**src/rtl/pong_rc_adc.sv**
```systemverilog
// RC-timing paddle ADC: discharge, time the charge per channel, scale to a position. Compile with RC_ADC_FILTER_EN to average each new reading with the old one.
// Latency: one sample per DISCHARGE+CHARGE+UPDATE pass; sample_valid pulses the cycle after UPDATE. There is no backpressure; en=0 parks the FSM in DISCHARGE.
module pong_rc_adc #(
    parameter int DISCHARGE_CYCLES = 12000,
    parameter int TIMEOUT          = 65535,
    parameter int SHIFT            = 6,
    parameter int POS_MAX          = 479
) (
    input  logic       clk,
    input  logic       rst_n,
    input  logic       en,
    input  logic       cmp_ply1,
    input  logic       cmp_ply2,
    output logic       dis_ply1,
    output logic       dis_ply2,
    output logic [9:0] pos_ply1,
    output logic [9:0] pos_ply2,
    output logic       sample_valid
);

    localparam logic [15:0] LP_DIS_LAST = 16'(DISCHARGE_CYCLES - 1);
    localparam logic [15:0] LP_TIMEOUT  = 16'(TIMEOUT);
    localparam logic [15:0] LP_POS_MAX  = 16'(POS_MAX);
    localparam logic [9:0]  LP_POS_RST  = 10'd240;

    typedef enum logic [1:0] {DISCHARGE, CHARGE, UPDATE} state_t;

    state_t      r_state, w_state_nxt;
    logic [15:0] r_cnt, w_cnt_nxt;
    logic        r_done1, r_done2, w_done1_nxt, w_done2_nxt;
    logic [15:0] r_lat1, r_lat2, w_lat1_nxt, w_lat2_nxt;
    logic        r_meta1, r_meta2, r_sync1, r_sync2;
    logic        r_dis, r_sv;
    logic [9:0]  r_pos1, r_pos2;
    logic [15:0] w_shift1, w_shift2;
    logic [9:0]  w_new1, w_new2, w_upd1, w_upd2;

    always_comb begin
        w_state_nxt = r_state;
        w_cnt_nxt   = r_cnt;
        w_done1_nxt = r_done1;
        w_done2_nxt = r_done2;
        w_lat1_nxt  = r_lat1;
        w_lat2_nxt  = r_lat2;
        case (r_state)
            DISCHARGE: begin
                if (r_cnt >= LP_DIS_LAST) begin
                    if (en) begin
                        w_state_nxt = CHARGE;
                        w_cnt_nxt   = 16'd0;
                    end
                end else begin
                    w_cnt_nxt = r_cnt + 16'd1;
                end
            end
            CHARGE: begin
                if (r_sync1 && !r_done1) begin
                    w_lat1_nxt  = r_cnt;
                    w_done1_nxt = 1'b1;
                end
                if (r_sync2 && !r_done2) begin
                    w_lat2_nxt  = r_cnt;
                    w_done2_nxt = 1'b1;
                end
                if (w_done1_nxt && w_done2_nxt) begin
                    w_state_nxt = UPDATE;
                    w_cnt_nxt   = 16'd0;
                end else if (r_cnt == LP_TIMEOUT) begin
                    // A channel that never tripped reads as full-scale.
                    if (!w_done1_nxt) w_lat1_nxt = LP_TIMEOUT;
                    if (!w_done2_nxt) w_lat2_nxt = LP_TIMEOUT;
                    w_done1_nxt = 1'b1;
                    w_done2_nxt = 1'b1;
                    w_state_nxt = UPDATE;
                    w_cnt_nxt   = 16'd0;
                end else begin
                    w_cnt_nxt = r_cnt + 16'd1;
                end
            end
            UPDATE: begin
                w_state_nxt = DISCHARGE;
                w_cnt_nxt   = 16'd0;
                w_done1_nxt = 1'b0;
                w_done2_nxt = 1'b0;
            end
            default: begin
                w_state_nxt = DISCHARGE;
                w_cnt_nxt   = 16'd0;
                w_done1_nxt = 1'b0;
                w_done2_nxt = 1'b0;
            end
        endcase
    end

    always_comb begin
        w_shift1 = r_lat1 >> SHIFT;
        w_shift2 = r_lat2 >> SHIFT;
        w_new1   = 10'((w_shift1 > LP_POS_MAX) ? LP_POS_MAX : w_shift1);
        w_new2   = 10'((w_shift2 > LP_POS_MAX) ? LP_POS_MAX : w_shift2);
`ifdef RC_ADC_FILTER_EN
        w_upd1   = 10'(({1'b0, r_pos1} + {1'b0, w_new1}) >> 1);
        w_upd2   = 10'(({1'b0, r_pos2} + {1'b0, w_new2}) >> 1);
`else
        w_upd1   = w_new1;
        w_upd2   = w_new2;
`endif
    end

    always_ff @(posedge clk or negedge rst_n) begin
        if (!rst_n) begin
            r_meta1 <= 1'b0;
            r_meta2 <= 1'b0;
            r_sync1 <= 1'b0;
            r_sync2 <= 1'b0;
            r_state <= DISCHARGE;
            r_cnt   <= 16'd0;
            r_done1 <= 1'b0;
            r_done2 <= 1'b0;
            r_lat1  <= 16'd0;
            r_lat2  <= 16'd0;
            r_dis   <= 1'b1;
            r_sv    <= 1'b0;
            r_pos1  <= LP_POS_RST;
            r_pos2  <= LP_POS_RST;
        end else begin
            r_meta1 <= cmp_ply1;
            r_meta2 <= cmp_ply2;
            r_sync1 <= r_meta1;
            r_sync2 <= r_meta2;
            r_state <= w_state_nxt;
            r_cnt   <= w_cnt_nxt;
            r_done1 <= w_done1_nxt;
            r_done2 <= w_done2_nxt;
            r_lat1  <= w_lat1_nxt;
            r_lat2  <= w_lat2_nxt;
            // Registered from next-state so the switch drive never glitches.
            r_dis   <= (w_state_nxt == DISCHARGE);
            r_sv    <= (r_state == UPDATE);
            if (r_state == UPDATE) begin
                r_pos1 <= w_upd1;
                r_pos2 <= w_upd2;
            end
        end
    end

    assign dis_ply1     = r_dis;
    assign dis_ply2     = r_dis;
    assign pos_ply1     = r_pos1;
    assign pos_ply2     = r_pos2;
    assign sample_valid = r_sv;

endmodule

```
**config.mk**
```make
export PLATFORM = sky130hd
export DESIGN_NAME = pong_rc_adc
export DESIGN_NICKNAME = d
export VERILOG_FILES = /design/src/rtl/pong_rc_adc.sv
export SDC_FILE = /design/constraint.sdc
export NUM_CORES = 1
export LEC_CHECK = 0
export ABC_AREA = 1
export CAP_MARGIN = 20
export CORE_UTILIZATION = 45
export DETAILED_ROUTE_END_ITERATION = 7
export PLACE_DENSITY_LB_ADDON = 0.3
export SYNTH_ARGS = -nofsm -noshare
export SYNTH_HDL_FRONTEND = slang
export SYNTH_SLANG_ARGS = --single-unit
```
**constraint.sdc**
```tcl
create_clock -name clk -period 2.2 [get_ports clk]
set_clock_uncertainty 0.2 [all_clocks]
set_input_delay 0.44 -clock clk [delete_from_list [all_inputs] [get_ports clk]]
set_output_delay 0.44 -clock clk [all_outputs]
set_load 0.1 [all_outputs]
```
==> results.cfg, run 1 <==
[power_and_ir_drop]
max-vdd-ir-drop_mv = 0.237
power.combinational.fraction_pct = 2.4
sequentialPowerShare_pct = 55.6
power_frac_clock_pct = 41.9
internal_power_mw = 1.67
power.switching_mw = 0.518
power.density_cell_area_nw_per_um2 = 546
leakage_nw = 1.76
sw_frac_of_total_pct = 23.7

[synth]
simple_gate_share_of_the_synthesized_area_pct = 30.5
syn_nets = 397
synthFlopType = dfrtp_1
number_of_flip_flops_and_latches_in_the_synthesized_netlist = 66
synth_enable_flop_cells = 0
syn-instance-count = 391
netlist_area_before_placement_um2 = 3350
adder_cell_area_share_of_the_yosys_netlist_pct = 0.373
synth_xor_area_share_pct = 1.31
yosysSeqAreaShare_pct = 49.6
ys.warnings.count = 0
synth_cell_type_count = 35
synth_area_per_cell_um2 = 8.57
synth_compound_gate_area_share_pct = 10.9
synth_mux_area_share_pct = 0
synth_top_family_by_area = simple AND/OR/NAND/NOR gates
synth_async_sr_flop_share_pct = 100

[worst_setup_path]
crit_path_start_kind = flip-flop
critical_path.endpoint_type = flip-flop
worstPathArrival_ns = 1.92
max_stage_delay_ns = 0.41
buffers_plus_inverters_on_the_worst_setup_path = 2
critical_path_peak_fanout = 10
timing.critical_path.max_delay_family = simple AND/OR/NAND/NOR gates
cell_repeated_most_along_the_worst_path = nand2_1
depth_of_the_critical_timing_path_with_buffers_and_inverters_included = 9
crit_chain = ha_1 > nand2_1 > inv_1 > nand2_1 > nor2_2 > nand2_2 > clkinv_2 > nand3_4 > o211ai_2
critical-path-slowest-cell = dfrtp_1
rr_worst_depth = 9
worst-endpoint-required_ns = 2.21
worstSetupPathType = reg2reg

[sta]
tightest_slew_ns = 0.706
setup_viol_count_final = 0
maxSlewViolCount = 0
max_slew_margin_pct = 52.3
post-route-period-util_pct = 86.8
max_freq_mhz = 523
fin_crit_period_ns = 1.91
timing.setup.tns_ns = 0
setup_repair_after_global_routing_missed_its_margin = no
finalHoldViolCount = 0

[clock_network]
cts-buffers-inserted = 9
clock_sinks = 66
post_cts_buffers = 0
cts_tree = done
holdBufCountCts = 1
deepest_clock_path_buffer_count = 2
worstSkewPairLatency_ns = 0.35
number_of_h_tree_levels = 3
cts-resized-gates = 0
path_clk_slew_ns = 0.07
clk_root_buffer_cell = clkbuf_8

[final_layout]
fin_area_um2 = 4010
post_route_cells_drive_above_1_share_pct = 21.9
diode_count = 0
finish.net_count = 430
synthToLayoutAreaGrowth_pct = 19.7

[routing]
met1_length_um = 3410
dr_vias = 2770
routed_wire_length_per_instance_um = 14.0
max_layer_used = met4
routed-wl-met2_um = 3500
detail_route.wirelength_um = 7400
wl_met3_um = 357
drt_first_iter_violations = 143
final_antenna_net_count = 0
drt-vias-per-instance = 5.25
drc_violation_count_after_routing = 0
drt_pre_antenna_iters = 4

[floorplanning]
boundaryPins = 28
width_of_the_die_um = 88.3
die_h_um = 88.3
rows = 31
die_area_um2 = 7800
initial_util_pct = 46.5
design.core.area_um2 = 7210

[worst_hold_path]
hold_path_depth = 0
worst_hold_path_type = reg2reg

[place]
detailed_place.area_um2 = 3820
numPortBuffers = 27
place_hpwl_um = 5320
globalplace.congestion = 0.966

[flow_run]
maxCapViolations = 0

[global_routing]
maximum_number_of_pins_on_one_net_before_global_route_repair = 26
first_global_vias = 2681
grt_first_pass_wirelength_um = 12700
antenna_violations_before_repair = 0
grt-ovfl-total = 0
grt_util_all_layers_pct = 21.2

[status]
outcome = complete, no violations
## path summary, 6_finish.rpt
check | start | end | slack (ns)
worst max-delay path | r_cnt[0] | r_lat1[12] | 0.29
worst min register to register | r_meta2 | r_sync2 | 0.15
worst min-delay path | r_meta2 | r_sync2 | 0.15
worst max register to register | r_cnt[0] | r_lat1[12] | 0.29
max in group asynchronous | rst_n | dis_ply1 | 0.82
min in group asynchronous | rst_n | pos_ply2[1] | 0.39
## power by group through the flow
stage	combinational (mW)	sequential [mW]	clock [mW]
2_1_floorplan	0.0103	1.24	0
3_3_place_gp	0.0533	1.24	0
3_5_place_dp	0.0542	1.24	0
4_1_cts	0.0557	1.22	0.937
5_1_grt	0.0614	1.22	0.991
6_report	0.0535	1.22	0.918
## layer usage
layer,global-route usage (%),up-vias
met3,4.57,13
met1,28.2,1310
met4,8.80,0
li1,-,1379
met5,0,-
met2,33.8,68
## through the flow
stage          setup slack, ns  power [mW]  instances  util, %  hold slack [ns]
6_report                 0.289        2.19        528     55.6            0.151
3_5_place_dp             0.334        1.30        511     53.0            0.135
3_3_place_gp             0.351        1.30        511     53.0            0.133
2_1_floorplan            0.343        1.25        391        -          -0.0556
4_1_cts                  0.294        2.21        528     55.6            0.152
5_1_grt                  0.197        2.27        528     55.6            0.172
## Yosys cell counts (2+ instances only)
cell	number	share of area (%)
dfrtp_1	57	43
o21ai_0	5	0.75
a41oi_1	2	0.52
nor2_2	7	1.3
nand2_4	2	0.67
inv_1	36	4.0
nand4_1	19	3.5
nor2_1	43	4.8
o211ai_1	10	2.2
nor3_1	15	2.2
o211ai_2	10	3.7
inv_2	2	0.22
xor2_1	4	1.0
dfstp_2	9	7.1
a21oi_1	16	2.4
nand2_1	76	8.5
nand3_4	2	1.0
o21ai_1	3	0.45
nand3_1	41	6.1
nand2_2	3	0.56
nor2_4	3	1.0
clkbuf_1	6	0.67
buf_2	4	0.60
buf_4	5	1.1
## flip-flops by register name, summed over array words and instances, names as in the netlist
name	count
r_lat1	10
r_done2	1
r_done1	1
r_state	2
sample_valid	1
dis_ply1	1
r_cnt	16
r_meta1	1
r_meta2	1
r_sync2	1
r_lat2	10
pos_ply1	10
r_sync1	1
pos_ply2	10
## cells in the final DEF (no fill, tap or decap), drive strengths merged, types with 4 or more instances in the layout
cell type | netlist | layout
nand4 | 20 | 20
a21oi | 17 | 17
nand2 | 81 | 81
o211ai | 20 | 20
o21ai | 8 | 8
dfstp | 9 | 9
nor2 | 53 | 53
nor3 | 16 | 16
inv | 38 | 38
dfrtp | 57 | 57
clkbuf | 6 | 10
nand3 | 43 | 43
xor2 | 4 | 4
clkinv | 2 | 6
buf | 11 | 35
## final cells by class
type	count	area, um^2
Multi-Input combinational cell	268	1440
Timing Repair Buffer	39	450
Sequential cell	66	1660
Inverter	40	151
Fill cell	675	3200
Tap cell	99	124
Clock buffer	10	138
Clock inverter	6	42.5
## kinds of logic after synthesis
logic type / after synthesis
simple gates: 213
flops: 66
buf+inv: 57
compound gates: 49
xor+xnor: 5
fa+ha+maj: 1
(Power assumes the default switching activity.)
==> run 2, diff against run 1 <==
--- a/config.mk
+++ b/config.mk
@@ -8,6 +8,7 @@
 export ABC_AREA = 1
 export CAP_MARGIN = 20
 export CORE_UTILIZATION = 45
+export CTS_CLUSTER_DIAMETER = 200
 export DETAILED_ROUTE_END_ITERATION = 7
 export PLACE_DENSITY_LB_ADDON = 0.3
 export SYNTH_ARGS = -nofsm -noshare
==> results of run 2 <==
No change in the layout: final DEF, timing and power equal those of run 1.
